## config.mk

```make
export PLATFORM = sky130hd
export DESIGN_NAME = scan_sequencer
export DESIGN_NICKNAME = d
export VERILOG_FILES = /design/src/rtl/scan_pkg.sv /design/src/rtl/scan_sequencer_next_ch_finder.sv /design/src/rtl/scan_sequencer.sv
export SDC_FILE = /design/constraint.sdc
export NUM_CORES = 1
export LEC_CHECK = 0
export ABC_AREA = 0
export BUFFER_PORTS_ARGS = -buffer_cell sky130_fd_sc_hd__buf_2
export CORE_MARGIN = 4
export CORE_UTILIZATION = 29
export DETAILED_ROUTE_END_ITERATION = 12
export SLEW_MARGIN = 25
export SYNTH_ARGS = -nofsm -noshare
export SYNTH_HDL_FRONTEND = slang
export SYNTH_SLANG_ARGS = --single-unit
```

## constraint.sdc

```tcl
create_clock -name clk -period 2.2 [get_ports clk]
set_input_delay 0.22 -clock clk [delete_from_list [all_inputs] [get_ports clk]]
set_output_delay 0.22 -clock clk [all_outputs]
set_load 0.01 [all_outputs]
```

## src/rtl/scan_pkg.sv

```systemverilog
// Shared constants and state encoding for the channel scanner.
package scan_pkg;
  localparam int NUM_CH = 8;
  localparam int SEL_W  = 3;

  typedef enum logic {IDLE, ACTIVE} scan_state_t;
endpackage

```

## src/rtl/scan_sequencer_next_ch_finder.sv

```systemverilog
// Combinational search of the enable mask: lowest enabled channel, and the
// lowest enabled channel strictly above the current index.
module next_ch_finder
  import scan_pkg::*;
(
  input  logic [NUM_CH-1:0] mask,
  input  logic [SEL_W-1:0]  cur,
  output logic [SEL_W-1:0]  next_idx,
  output logic              next_found,
  output logic [SEL_W-1:0]  first_idx
);

  // Scanning downward lets the last hit be the lowest qualifying index.
  always_comb begin
    next_idx   = '0;
    next_found = 1'b0;
    first_idx  = '0;
    for (int i = NUM_CH - 1; i >= 0; i--) begin
      if (mask[i]) first_idx = SEL_W'(i);
      if (mask[i] && (SEL_W'(i) > cur)) begin
        next_idx   = SEL_W'(i);
        next_found = 1'b1;
      end
    end
  end

endmodule

```

## src/rtl/scan_sequencer.sv

```systemverilog
// Channel scanner driving a 3-to-8 decoder: steps through enabled channels,
// holding each for dwell+1 cycles, single pass or continuous.
module scan_sequencer
  import scan_pkg::*;
#(
  parameter int DWELL_W = 8
) (
  input  logic               clk,
  input  logic               rst_n,
  input  logic               start,
  input  logic               stop,
  input  logic               continuous,
  input  logic [DWELL_W-1:0] dwell,
  input  logic [NUM_CH-1:0]  ch_mask,
  output logic [SEL_W-1:0]   sel,
  output logic               sel_en,
  output logic               busy,
  output logic               done,
  output logic               wrap
);

  scan_state_t         state;
  logic [DWELL_W-1:0]  cnt;
  logic [DWELL_W-1:0]  dwell_q;
  logic [NUM_CH-1:0]   mask_q;
  logic                cont_q;

  logic [NUM_CH-1:0]   find_mask;
  logic [SEL_W-1:0]    next_idx;
  logic                next_found;
  logic [SEL_W-1:0]    first_idx;

  // In IDLE the finder looks at the live mask so the first channel is ready
  // on the start edge; once scanning it only sees the latched copy.
  assign find_mask = (state == IDLE) ? ch_mask : mask_q;

  next_ch_finder u_finder (
    .mask       (find_mask),
    .cur        (sel),
    .next_idx   (next_idx),
    .next_found (next_found),
    .first_idx  (first_idx)
  );

  always_ff @(posedge clk or negedge rst_n) begin
    if (!rst_n) begin
      state   <= IDLE;
      cnt     <= '0;
      dwell_q <= '0;
      mask_q  <= '0;
      cont_q  <= 1'b0;
      sel     <= '0;
      sel_en  <= 1'b0;
      busy    <= 1'b0;
      done    <= 1'b0;
      wrap    <= 1'b0;
    end else begin
      done <= 1'b0;
      wrap <= 1'b0;
      case (state)
        IDLE: begin
          if (start && !stop && (ch_mask != '0)) begin
            state   <= ACTIVE;
            mask_q  <= ch_mask;
            dwell_q <= dwell;
            cont_q  <= continuous;
            sel     <= first_idx;
            cnt     <= dwell;
            sel_en  <= 1'b1;
            busy    <= 1'b1;
          end
        end
        ACTIVE: begin
          // Stop outranks both advance and wrap.
          if (stop) begin
            state  <= IDLE;
            sel_en <= 1'b0;
            busy   <= 1'b0;
            done   <= 1'b1;
          end else if (cnt != '0) begin
            cnt <= cnt - 1'b1;
          end else if (next_found) begin
            sel <= next_idx;
            cnt <= dwell_q;
          end else if (cont_q) begin
            sel  <= first_idx;
            cnt  <= dwell_q;
            wrap <= 1'b1;
          end else begin
            state  <= IDLE;
            sel_en <= 1'b0;
            busy   <= 1'b0;
            done   <= 1'b1;
          end
        end
        default: state <= IDLE;
      endcase
    end
  end

endmodule

```

## Yosys cells after proc, flatten, opt, wreduce, memory -nomap -nowiden

Cells that the tools add are included.

- Register bits after elaboration: 32
- Bits in latches: 0
- RAM bits: 0
- Memory bits (read-only): 0
- Bits of input ports: 21
- Output and inout bits: 7
- Word-level logic and storage cells: 102
- Memories: 0

- Add/sub/neg operators: 1
- Multiply operators: 0
- Divide/modulo/power cells: 0
- $lt $le $gt $ge: 8
- Equality and inequality tests: 8
- Shifts and indexed selects: 0
- Muxes and demuxes: 58
- Bitwise operators: 1
- Reduce and logical (&&, ||, !) cells: 17

Operators with widths:

| cell | number |
|---|---|
| two-way mux 3 bit | 21 |
| two-way mux 8 bit | 6 |
| two-way mux 1 bit | 27 |
| one-hot mux 8 bit (2 select lines) | 1 |
| nonzero test 8 bit | 2 |
| greater-than comparator 3 bit (first input constant) | 4 |
| logical AND 1 bit | 10 |
| inequality test 3 bit (second input constant) | 3 |
| AND reduction 4 bit | 2 |
| subtractor 8 x 1 -> 8 bit (second input constant) | 1 |
| greater-than comparator 1 x 3 -> 1 bit (first input constant) | 2 |
| greater-than comparator 2 x 3 -> 1 bit (first input constant) | 2 |
| one-hot mux 3 bit (2 select lines) | 1 |
| inequality test 2 bit (second input constant) | 2 |
| inequality test 4 x 1 -> 1 bit (second input constant) | 1 |
| one-hot mux 1 bit (2 select lines) | 2 |
| inequality test 3 x 1 -> 1 bit (second input constant) | 1 |
| AND reduction 3 bit | 1 |
| inequality test 2 x 1 -> 1 bit (second input constant) | 1 |
| AND reduction 2 bit | 1 |
| logical NOT 1 bit | 1 |
| NOT 1 bit | 1 |

## Logic depth before layout (Yosys ltp)

Gate-level depths: netlist of the first run.

- Word-level depth: 14
- Mapped depth: 9
- Gate-level depth less buffers: 9

## Modules after synthesis

A second synthesis of the first run with hierarchy kept.

- Cells, all modules: 213
- Area, all modules: 1973.1 sq um

By module, submodules not included:

| module | instances | cells an instance | area each (sq um) | seq. area each (sq um) |
|---|---|---|---|---|
| scan_sequencer | 1 | 174 | 1752.9 | 800.8 |
| next_ch_finder | 1 | 39 | 220.2 | 0.0 |

## Least setup slack after synthesis of the first run

No wires, ideal clock.

- Path type: register -> register
- Start point: reg state
- End point: reg sel[0]
- Library setup time: 125 ps
- Data arrival time: 1980 ps
- Data required time: 2075 ps
- Slack: 95 ps
- Stages on the path, launching flop included: 8
- Path buffers: 2
- Clock period less this slack: 2105 ps
- Cell sequence: dfrtp_1 -> buf_6 -> buf_8 -> o211a_1 -> a211o_4 -> o21ai_1 -> mux2_1 -> mux2_4

- Cells in the longest elaborated chain, start to end: 14
- Elaborated cells between the ends (all ways): 45
- Classes of those cells: eq/ne (4); mux (31); bitwise (1); reduce/logical (9)

Ends and longest elaborated chain:

| item | line | RTL |
|---|---|---|
| start: declaration | scan_sequencer.sv:22 | `scan_state_t state;` |
| start signal: assignment | scan_sequencer.sv:47 | `state <= IDLE;` |
| start signal: assignment | scan_sequencer.sv:63 | `state <= ACTIVE;` |
| start signal: assignment | scan_sequencer.sv:76 | `state <= IDLE;` |
| two-way mux 8 bit | scan_sequencer.sv:35 | `assign find_mask = (state == IDLE) ? ch_mask : mask_q;` |
| two-way mux 3 bit / logical AND 1 bit (equally long branches) | scan_sequencer_next_ch_finder.sv:19, scan_sequencer_next_ch_finder.sv:20 |  |
| two-way mux 3 bit, or another cell as far along (7 in a row) | scan_sequencer_next_ch_finder.sv:19 | `if (mask[i]) first_idx = SEL_W'(i);` |
| two-way mux 3 bit, or another cell as far along | scan_sequencer.sv:85 | `end else if (cont_q) begin` |
| two-way mux 3 bit | scan_sequencer.sv:82 | `end else if (next_found) begin` |
| two-way mux 3 bit | scan_sequencer.sv:80 | `end else if (cnt != '0) begin` |
| two-way mux 3 bit | scan_sequencer.sv:75 | `if (stop) begin` |
| one-hot mux 3 bit (2 select lines) | scan_sequencer.sv:60 | `case (state)` |
| end signal: assignment | scan_sequencer.sv:67 | `sel <= first_idx;` |
| end signal: assignment | scan_sequencer.sv:83 | `sel <= next_idx;` |
| end signal: assignment | scan_sequencer.sv:86 | `sel <= first_idx;` |
| end: declaration | scan_sequencer.sv:15 | `output logic [SEL_W-1:0] sel,` |

Several ways; a longest one is shown, not always the timed one. The select of a mux whose other input is x is not followed.
A chain may end at the register's enable or synchronous reset.

## Worst setup path after layout of the first run

- Start point: reg state
- End point: reg cnt[0]

- Cells in the longest elaborated chain, start to end: 14
- Elaborated cells between the ends (all ways): 26
- Classes of those cells: eq/ne (3); mux (13); bitwise (1); reduce/logical (9)

Ends and longest elaborated chain:

| item | line | RTL |
|---|---|---|
| two-way mux 8 bit | scan_sequencer.sv:35 |  |
| logical AND 1 bit | scan_sequencer_next_ch_finder.sv:20 | `if (mask[i] && (SEL_W'(i) > cur)) begin` |
| two-way mux 1 bit (8 in a row) | scan_sequencer_next_ch_finder.sv:20 |  |
| two-way mux 8 bit | scan_sequencer.sv:82 |  |
| two-way mux 8 bit | scan_sequencer.sv:80 |  |
| two-way mux 8 bit | scan_sequencer.sv:75 |  |
| one-hot mux 8 bit (2 select lines) | scan_sequencer.sv:60 |  |
| end signal: assignment | scan_sequencer.sv:81 | `cnt <= cnt - 1'b1;` |
| end signal: assignment | scan_sequencer.sv:84 | `cnt <= dwell_q;` |
| end signal: assignment | scan_sequencer.sv:87 | `cnt <= dwell_q;` |
| end: declaration | scan_sequencer.sv:23 | `logic [DWELL_W-1:0] cnt;` |

Several ways; a longest one is shown, not always the timed one. The select of a mux whose other input is x is not followed.

==> flow_summary.json, run 1 <==
{
  "synth_top_cell_area_share_pct": 38.0,
  "crit_path_cell_trace": "buf_12, o211a_1, a211o_4, buf_4, o311ai_1, a211oi_1, a41o_1",
  "cts_tree": "yes",
  "vdd_drop_max_v": 0.000318,
  "critPathMaxFanout": 10,
  "grt_first_pass_wirelength_um": 8610,
  "status": "finished with violations",
  "clock_latency_ns": 0.29,
  "drv_cap": 0,
  "hp-class": "in -> async",
  "final_core_util_pct": 38.0,
  "hold_ws_ns": -0.0162,
  "syn_inst": 216,
  "synthToLayoutAreaGrowth_pct": 25.2,
  "grt_use_total_pct": 12.4,
  "arrival_ns": 2.31,
  "vias_per_cell": 5.04,
  "vias": 1816,
  "drt.antenna.violating_nets": 0,
  "yosysSeqAreaShare_pct": 38.0,
  "die_height_um": 93.2,
  "cp-end-kind": "register",
  "ff2ff_setup_slack_ns": 0.08,
  "avgSynthCellArea_um2": 9.75,
  "worst_pin_slew_ns": 0.745,
  "endpoint": "cnt[0]$_DFFE_PN0P_",
  "skew_ns": 0.0168,
  "io_buffers": 27,
  "finalHoldViolCount": 12,
  "place_area_mm2": 0.00249,
  "setup_tns_ns": 0,
  "synth_top_cells_by_area": "dfrtp_1, mux2_1, a21oi_1",
  "routed_wl_um": 5110,
  "setup.worst_path.start_class": "register",
  "cts_sinks": 32,
  "slew_headroom_pct": 50.3,
  "holdBufCountCts": 0,
  "htreeDepth": 2,
  "final_common_cell": "dfrtp_1",
  "setup_violations": 0,
  "grt_pass1_vias": 1739,
  "timing.rr.end": "cnt[0]$_DFFE_PN0P_",
  "synth_fp_nets": 239,
  "coreArea_mm2": 0.00694,
  "slew_viol_final": 0,
  "required_ns": 2.38,
  "synth_edf_count": 0,
  "leakage_nw": 1.12,
  "first_pass_iters": 4,
  "synthesis.area_mm2": 0.00211,
  "die_area_mm2": 0.00869,
  "yosysUniqueCellTypes": 53,
  "fin_crit_sh_pct": 96.6,
  "yosysTopAreaCell": "dfrtp_1",
  "cts_buffers": 5,
  "io_pins": 28,
  "start_util_pct": 30.3,
  "final_cells": 360,
  "antenna_found_initial": 0,
  "cts_root_buf": "clkbuf_8",
  "dp_cells": 351,
  "worstSetupPathType": "reg -> reg",
  "drive_above_1_share_pct": 29.5,
  "fp.dieW_um": 93.2,
  "final_cell_mix": "dfrtp_1, buf_2, buf_4, a21oi_1, mux2_1",
  "fin_area_mm2": 0.00264,
  "drc": 0,
  "critPathMaxStageDelay_ns": 0.48,
  "dpl.hpwl_um": 3900,
  "nets": 286,
  "violations": "negative hold slack",
  "gp_congestion": 0.860,
  "ys_ff_latch": 32,
  "finalCriticalPeriod_ns": 2.12,
  "num_rows": 30,
  "power_density_mw_per_mm2": 863,
  "reg2regPathDepth": 7,
  "yosysWarnings": 0,
  "num_antenna_cells": 0,
  "wl_per_cell_um": 14.2,
  "slowest_stage": "dfrtp_2",
  "drt_iter0_markers": 86,
  "power.total_w": 0.00228,
  "clk_path_buf_depth": 2,
  "timing.rr.start": "state$_DFF_PN0_",
  "path_clk_slew_ns": 0.08,
  "grt.overflow.total": 0,
  "crit_path_start": "state$_DFF_PN0_",
  "grt_max_degree": 33,
  "ys.flop_type": "dfrtp_1",
  "fillers": 710,
  "synth-async-reset-ratio_pct": 100,
  "max_freq_mhz": 471
}
-- final cells by class --
cell class | instances | area [um^2] | area share [%]
flip-flops and latches | 32 | 802 | 30.4
clock buffers | 6 | 72.6 | 2.75
multi-input cells | 163 | 1210 | 45.8
clock inverters | 2 | 35.0 | 1.33
well taps | 96 | 120 | 4.55
inverters | 8 | 30.0 | 1.14
repair buffers | 53 | 372 | 14.1
-- worst min-delay path by stage --
stage	startpoint	endpoint	slack, ns	cells past startpoint
finish	rst_n	sel[1]$_DFFE_PN0P_	-0.02	1
global route	rst_n	sel[1]$_DFFE_PN0P_	0.07	1
global placement	rst_n	mask_q[2]$_DFFE_PN0P_	0.33	1
floorplan	rst_n	busy$_DFFE_PN0P_	-0.08	0
detailed placement	rst_n	mask_q[2]$_DFFE_PN0P_	0.34	1
CTS	rst_n	sel[1]$_DFFE_PN0P_	0.03	1
-- per-stage QoR --
stage                     setup slack (ns)  hold slack, ns
after global routing              -0.00817          0.0656
after floorplan                     0.0950         -0.0756
after detailed placement           -0.0225           0.336
after CTS                           0.0592          0.0286
after global placement              0.0343           0.326
final                               0.0755         -0.0162
-- logic make-up after synthesis --
logic type | synth area share, %
simple gates | 14.8
xor+xnor | 1.25
fa+ha+maj | 1.19
compound gates | 22.4
mux | 16.5
buf+inv | 5.82
flops | 38.0
-- cells in the mapped netlist, types with 3 or more instances --
master	n
a211oi_1	5
a21oi_1	20
buf_2	5
buf_4	3
dfrtp_1	32
inv_1	6
mux2_1	20
mux2i_1	7
nand2_1	15
nand2b_1	3
nor2_1	16
nor2b_1	3
nor3_1	6
o21ai_0	11
o21ai_1	8
o22ai_1	3
or3_1	4
-- routing by layer --
metal	track usage [%]	up-vias	wire (um)
met5	0	-	0
met4	3.17	0	46
met3	3.14	6	214
met2	19.5	49	2420
met1	17.0	866	2420
li1	-	895	-
-- report_power, final --
part / leakage, nW / switching [W] / total, W / internal [W]
clock: 0.0552 / 0.000226 / 0.000562 / 0.000336
sequential: 0.387 / 0.000150 / 0.000862 / 0.000712
combinational: 0.681 / 0.000416 / 0.000854 / 0.000438
-- state kept, by name, summed over array words and instances, names as in the netlist --
name / count
wrap: 1
mask_q: 8
sel: 3
state: 1
cont_q: 1
done: 1
cnt: 8
busy: 1
dwell_q: 8
-- critical path, delay by kind of cell (launching register included) --
kind | cells | cell delay, ns
buf+inv | 2 | 0.33
compound gates | 5 | 1.22
flops | 1 | 0.48
-- repair_timing --
item / in CTS / in global routing
pin swaps: 0 / 2
gates resized for setup: 1 / 7
setup endpoints to repair: 1 / 10
buffers inserted: 0 / 1
Power figures use the tool's default switching activity.
==> run 2: changes to the inputs <==
- GPL_TIMING_DRIVEN: default -> 0
- SETUP_SLACK_MARGIN: default -> 0.3
==> run 2 against run 1 <==
Net effect: the flow still finishes with violations (negative hold slack); clock skew is 0.0063 ns lower; total power is 3.5% higher; register-to-register slack worse by 0.03 ns; via count is 5.0% higher; non-clock buffer count is 12 higher; critical path depth is 1 higher; count of clock-buffer cells in the layout stayed put; largest power group is now combinational logic.
==> flow_summary.json, run 2 (same netlist as run 1, synthesis figures left out) <==
{
  "routed_wl_um": 6010,
  "dp_cells": 339,
  "grt_max_degree": 33,
  "grt_use_total_pct": 13.6,
  "fp.dieW_um": 93.2,
  "intPower_w": 0.00147,
  "dpl.hpwl_um": 3750,
  "htreeDepth": 2,
  "final_cells": 371,
  "io_buffers": 27,
  "first_pass_iters": 4,
  "coreArea_mm2": 0.00694,
  "top_usage_layer": "met2",
  "fin_crit_sh_pct": 97.8,
  "worstSetupPathType": "reg -> reg",
  "place_area_mm2": 0.00238,
  "status": "finished with violations",
  "gp_congestion": 0.808,
  "grt_first_pass_wirelength_um": 9340,
  "die_area_mm2": 0.00869,
  "critPathMaxStageDelay_ns": 0.34,
  "rsz0062_at_grt": "yes",
  "finalCriticalPeriod_ns": 2.15,
  "wl_per_cell_um": 16.2,
  "antenna_found_initial": 0,
  "p_sw_share_pct": 37.5,
  "globalRouteMet1Util_pct": 17.2,
  "clk_path_buf_depth": 2,
  "io_pins": 28,
  "crit_path_cell_trace": "buf_6, buf_8, mux2i_4, o32ai_4, a21o_4, o21ai_4, mux2_4, mux2_4",
  "power_density_mw_per_mm2": 801,
  "worst_pin_slew_ns": 0.746,
  "setup_violations": 0,
  "grt.overflow.total": 0,
  "num_antenna_cells": 0,
  "vdd_drop_max_v": 0.000322,
  "die_height_um": 93.2,
  "start_util_pct": 30.3,
  "use_met3_pct": 2.90,
  "drive_above_1_share_pct": 44.4,
  "cp_common_cell": "mux2_4",
  "finalHoldViolCount": 9,
  "drc": 0,
  "seq_power_share_pct": 36.7,
  "power.total_w": 0.00236,
  "reg.largest.list": "cnt x8, dwell_q x8, mask_q x8",
  "cts_root_buf": "clkbuf_8",
  "drt_iter0_markers": 93,
  "hold_ws_ns": -0.00920,
  "cts_buffers": 5,
  "clock_latency_ns": 0.29,
  "grt_pass1_vias": 1922,
  "p_comb_share_pct": 44.9,
  "final_core_util_pct": 42.4,
  "synthToLayoutAreaGrowth_pct": 39.6,
  "drv_cap": 0,
  "skew_ns": 0.0105,
  "slew_viol_final": 0,
  "final_common_cell": "dfrtp_1",
  "violations": "negative hold slack",
  "max_freq_mhz": 465,
  "fin_area_mm2": 0.00294,
  "num_rows": 30,
  "vias": 1906,
  "vias_per_cell": 5.14,
  "cts_sinks": 32,
  "arrival_ns": 2.31,
  "slew_headroom_pct": 50.2,
  "cp-end-kind": "register",
  "path_clk_slew_ns": 0.07,
  "use_met2_pct": 23.1,
  "critPathMaxFanout": 6,
  "clkPwrFrac_pct": 18.4,
  "p_sw_w": 0.000883,
  "final_cell_mix": "dfrtp_1, buf_2, mux2_4, buf_4, a21oi_1",
  "nets": 298,
  "required_ns": 2.36,
  "drt.antenna.violating_nets": 0,
  "slowest_stage": "dfrtp_1",
  "cts_tree": "yes",
  "leakage_nw": 1.29,
  "setup.worst_path.start_class": "register",
  "hp-class": "in -> async"
}
run 2: cell types whose count changed in the layout (fill, tap and decap cells not counted), moves of 3 or more:
cell and delta:
buf_2 +3, buf_4 -4, buf_6 +10, mux2_1 -17, mux2_4 +17, nor3_1 -3
run 2: layout make-up:
type | count | area [um^2]
Clock inverter | 1 | 5.00
Sequential cell | 32 | 801
Multi-Input combinational cell | 163 | 1400
Inverter | 8 | 30.0
Fill cell | 687 | 4000
Clock buffer | 6 | 72.6
Timing Repair Buffer | 52 | 382
Tap cell | 96 | 120
Buffer | 13 | 129
run 2: critical path: cells and delay by family (launching register included):
| kind | cells | cell delay (ns) |
|---|---|---|
| flip-flops | 1 | 0.34 |
| buffers and inverters | 2 | 0.27 |
| multiplexers | 3 | 0.88 |
| AO/OA/AOI/OAI | 3 | 0.54 |
run 2: per-stage QoR:
step,hold slack (ns),setup WS (ns),setup TNS (ns)
2_1_floorplan,-0.0756,0.175,0
3_3_place_gp,0.333,-0.0648,-0.563
3_5_place_dp,0.336,-0.0821,-0.670
4_1_cts,0.0259,0.0575,0
5_1_grt,0.0479,-0.0457,-0.223
6_report,-0.00920,0.0495,0
run 2: repair_timing:
item	in CTS	in global routing
pin swaps	12	13
resized for setup	19	48
hold buffers	0	0
setup endpoints to repair	22	31
setup buffers	12	11
endpoints found under the hold margin	0	0
cloned	1	1
run 2: power groups by stage:
stage	Sequential, W	Combinational [W]	Clock (W)
after global routing	0.000883	0.00115	0.000479
after detailed placement	0.000853	0.000765	0
after global placement	0.000847	0.000757	0
after floorplan	0.000834	0.000573	0
after CTS	0.000847	0.000869	0.000449
final	0.000864	0.00106	0.000434
run 2: final timing paths:
| path | startpoint | to | slack (ns) | depth (start not counted) |
|---|---|---|---|---|
| worst max-delay path | state$_DFF_PN0_ | sel[0]$_DFFE_PN0P_ | 0.05 | 8 |
| worst min-delay path | rst_n | mask_q[3]$_DFFE_PN0P_ | -0.009 | 1 |
| worst max register to register | state$_DFF_PN0_ | sel[0]$_DFFE_PN0P_ | 0.05 | 8 |
| worst min register to register | dwell_q[2]$_DFFE_PN0P_ | dwell_q[2]$_DFFE_PN0P_ | 0.51 | 1 |
| max in group asynchronous | rst_n | wrap$_DFF_PN0_ | 1.72 | 1 |
| min in group clk | continuous | cont_q$_DFFE_PN0P_ | 0.17 | 2 |
run 2: per-layer routing:
layer	share of wire (%)	wire, um
met5	0	0
met2	50	3010
met3	3.8	228
met1	45	2700
met4	1.1	65
==> run 3: changes to the inputs <==
- GPL_TIMING_DRIVEN: 0 -> default
- clock period: 2.2 -> 2 ns (I/O delays scaled with it)
==> run 3 against run 2 <==
Net effect: the flow finishes with violations (negative hold slack, negative setup slack); count of clock-buffer cells in the layout grew 2; critical path depth fell by 1; register-to-register slack got worse by 0.14 ns; combinational power up 6%; routed wire length is 8.7% lower; first-iteration DRC count decreased by 22%; core utilization decreased by 0.76 points; via count down 2.1%; clock power increased by 20%; total power rose by 9.7%; critical path type unchanged; largest power group unchanged.
==> flow_summary.json, run 3 (same netlist as run 1, synthesis figures left out) <==
{
  "wl_met1_um": 2510,
  "antenna_found_initial": 0,
  "final_core_util_pct": 41.6,
  "num_antenna_cells": 0,
  "vias_per_cell": 4.87,
  "slew_viol_final": 0,
  "holdBufCountCts": 0,
  "routed_wl_um": 5480,
  "start_util_pct": 30.3,
  "setup_ws_ns": -0.0935,
  "required_ns": 2.16,
  "status": "finished with violations",
  "dpl.hpwl_um": 3920,
  "drive_above_1_share_pct": 40.8,
  "coreArea_mm2": 0.00694,
  "htreeDepth": 2,
  "setup.worst_path.start_class": "register",
  "grt_pass1_vias": 1917,
  "setup_violations": 8,
  "clock_latency_ns": 0.28,
  "hold_ws_ns": -0.0288,
  "finalCriticalPeriod_ns": 2.09,
  "cts_tree": "yes",
  "slowest_stage": "dfrtp_2",
  "cts_buffers": 5,
  "rsz0062_at_grt": "yes",
  "gp_congestion": 0.844,
  "die_area_mm2": 0.00869,
  "grt_first_pass_wirelength_um": 9190,
  "critPathMaxStageDelay_ns": 0.46,
  "cp-end-kind": "register",
  "nets": 309,
  "path_clk_slew_ns": 0.07,
  "wl_per_cell_um": 14.3,
  "crit_path_cell_trace": "buf_6, mux2i_4, o32ai_2, a21o_2, nor3_4, a22oi_2, mux2_4",
  "drc": 0,
  "slew_headroom_pct": 50.9,
  "leakage_nw": 1.25,
  "first_pass_iters": 4,
  "die_height_um": 93.2,
  "critPathMaxFanout": 6,
  "grt_max_degree": 33,
  "routed.top_layer": "met4",
  "drt_iter0_markers": 73,
  "io_pins": 28,
  "power_density_mw_per_mm2": 895,
  "synthToLayoutAreaGrowth_pct": 37.1,
  "violations": "negative hold slack, negative setup slack",
  "fp.dieW_um": 93.2,
  "finalHoldViolCount": 32,
  "worstSetupPathType": "reg -> reg",
  "final_cell_mix": "buf_4, dfrtp_1, buf_2, a21oi_1, mux2_1",
  "fin_crit_sh_pct": 105,
  "hp-class": "in -> async",
  "reg.largest.list": "cnt x8, dwell_q x8, mask_q x8",
  "fin_area_mm2": 0.00289,
  "clk_path_buf_depth": 2,
  "grt.overflow.total": 0,
  "io_buffers": 27,
  "place_area_mm2": 0.00264,
  "vdd_drop_max_v": 0.000396,
  "num_rows": 30,
  "arrival_ns": 2.26,
  "drv_cap": 0,
  "drt.antenna.violating_nets": 0,
  "grt_use_total_pct": 13.2,
  "met3_length_um": 205,
  "met2WireLength_um": 2710,
  "max_freq_mhz": 478,
  "final_common_cell": "buf_4",
  "cts_sinks": 32,
  "cts_root_buf": "clkbuf_8",
  "fillers": 675,
  "vias": 1866,
  "skew_ns": 0.00772,
  "worst_pin_slew_ns": 0.737
}
## run 3: cell count changes in the layout (fill, tap and decap cells not counted), moves of 2 or more
cell	delta
a21oi_1	+2
buf_8	-2
buf_6	-5
mux2_4	-14
buf_2	-2
buf_4	+23
nor2_2	-2
nor2_1	+2
dfrtp_2	+2
nor3_1	+2
mux2_1	+14
dfrtp_1	-2
## run 3: cell type report
| cell class | instances | area, um^2 | area share (%) |
|---|---|---|---|
| multi-input combinational | 163 | 1310 | 45.3 |
| tap | 96 | 120 | 4.16 |
| inverter | 8 | 30.0 | 1.04 |
| timing repair buffer | 76 | 536 | 18.5 |
| sequential | 32 | 803 | 27.8 |
| clock buffer | 8 | 90.1 | 3.12 |
## run 3: stage by stage
stage | TNS [ns] | setup WS (ns) | hold WS [ns] | std cells | total power [W]
final | -0.452 | -0.0935 | -0.0288 | 383 | 0.00259
after global routing | -1.45 | -0.200 | 0.0329 | 383 | 0.00278
after CTS | -0.0452 | -0.0182 | 0.00447 | 381 | 0.00254
after detailed placement | -1.16 | -0.0850 | 0.310 | 370 | 0.00196
after global placement | -0.130 | -0.0464 | 0.316 | 370 | 0.00194
after floorplan | -0.0242 | -0.0242 | -0.0956 | 216 | 0.00156
## run 3: where the power goes
group,internal [W],total [W],switching (W)
combinational,0.000580,0.00112,0.000537
sequential,0.000785,0.000950,0.000164
clock,0.000281,0.000519,0.000238
total,0.00165,0.00259,0.000939
## run 3: worst paths after layout
| kind | from | end | slack, ns | cells after the start |
|---|---|---|---|---|
| min reg2reg | dwell_q[6]$_DFFE_PN0P_ | dwell_q[6]$_DFFE_PN0P_ | 0.49 | 1 |
| max in group asynchronous | rst_n | sel[1]$_DFFE_PN0P_ | 1.50 | 1 |
| min in group clk | continuous | cont_q$_DFFE_PN0P_ | 0.14 | 2 |
| max reg2reg | state$_DFF_PN0_ | sel[2]$_DFFE_PN0P_ | -0.09 | 7 |
| min | rst_n | mask_q[2]$_DFFE_PN0P_ | -0.03 | 1 |
| max | state$_DFF_PN0_ | sel[2]$_DFFE_PN0P_ | -0.09 | 7 |
## run 3: what timing repair did
action	4_1_cts	5_1_grt
pin swaps	6	0
hold endpoints to repair	0	0
resized for setup	14	12
setup endpoints to repair	32	32
buffers inserted	2	2
gates cloned	1	0
## run 3: critical path: cells and delay by family, from the launching register on
family	cells	cell delay, ns
AOI/OAI and AO/OA	3	0.77
buffers and inverters	1	0.16
DFF	1	0.46
muxes	2	0.52
and+or+nand+nor	1	0.07
## run 3: metal layers
metal	vias to the layer above	global-route usage (%)
met5	-	0
met4	0	4.27
met3	8	2.65
met2	33	21.4
met1	891	17.5
li1	934	-
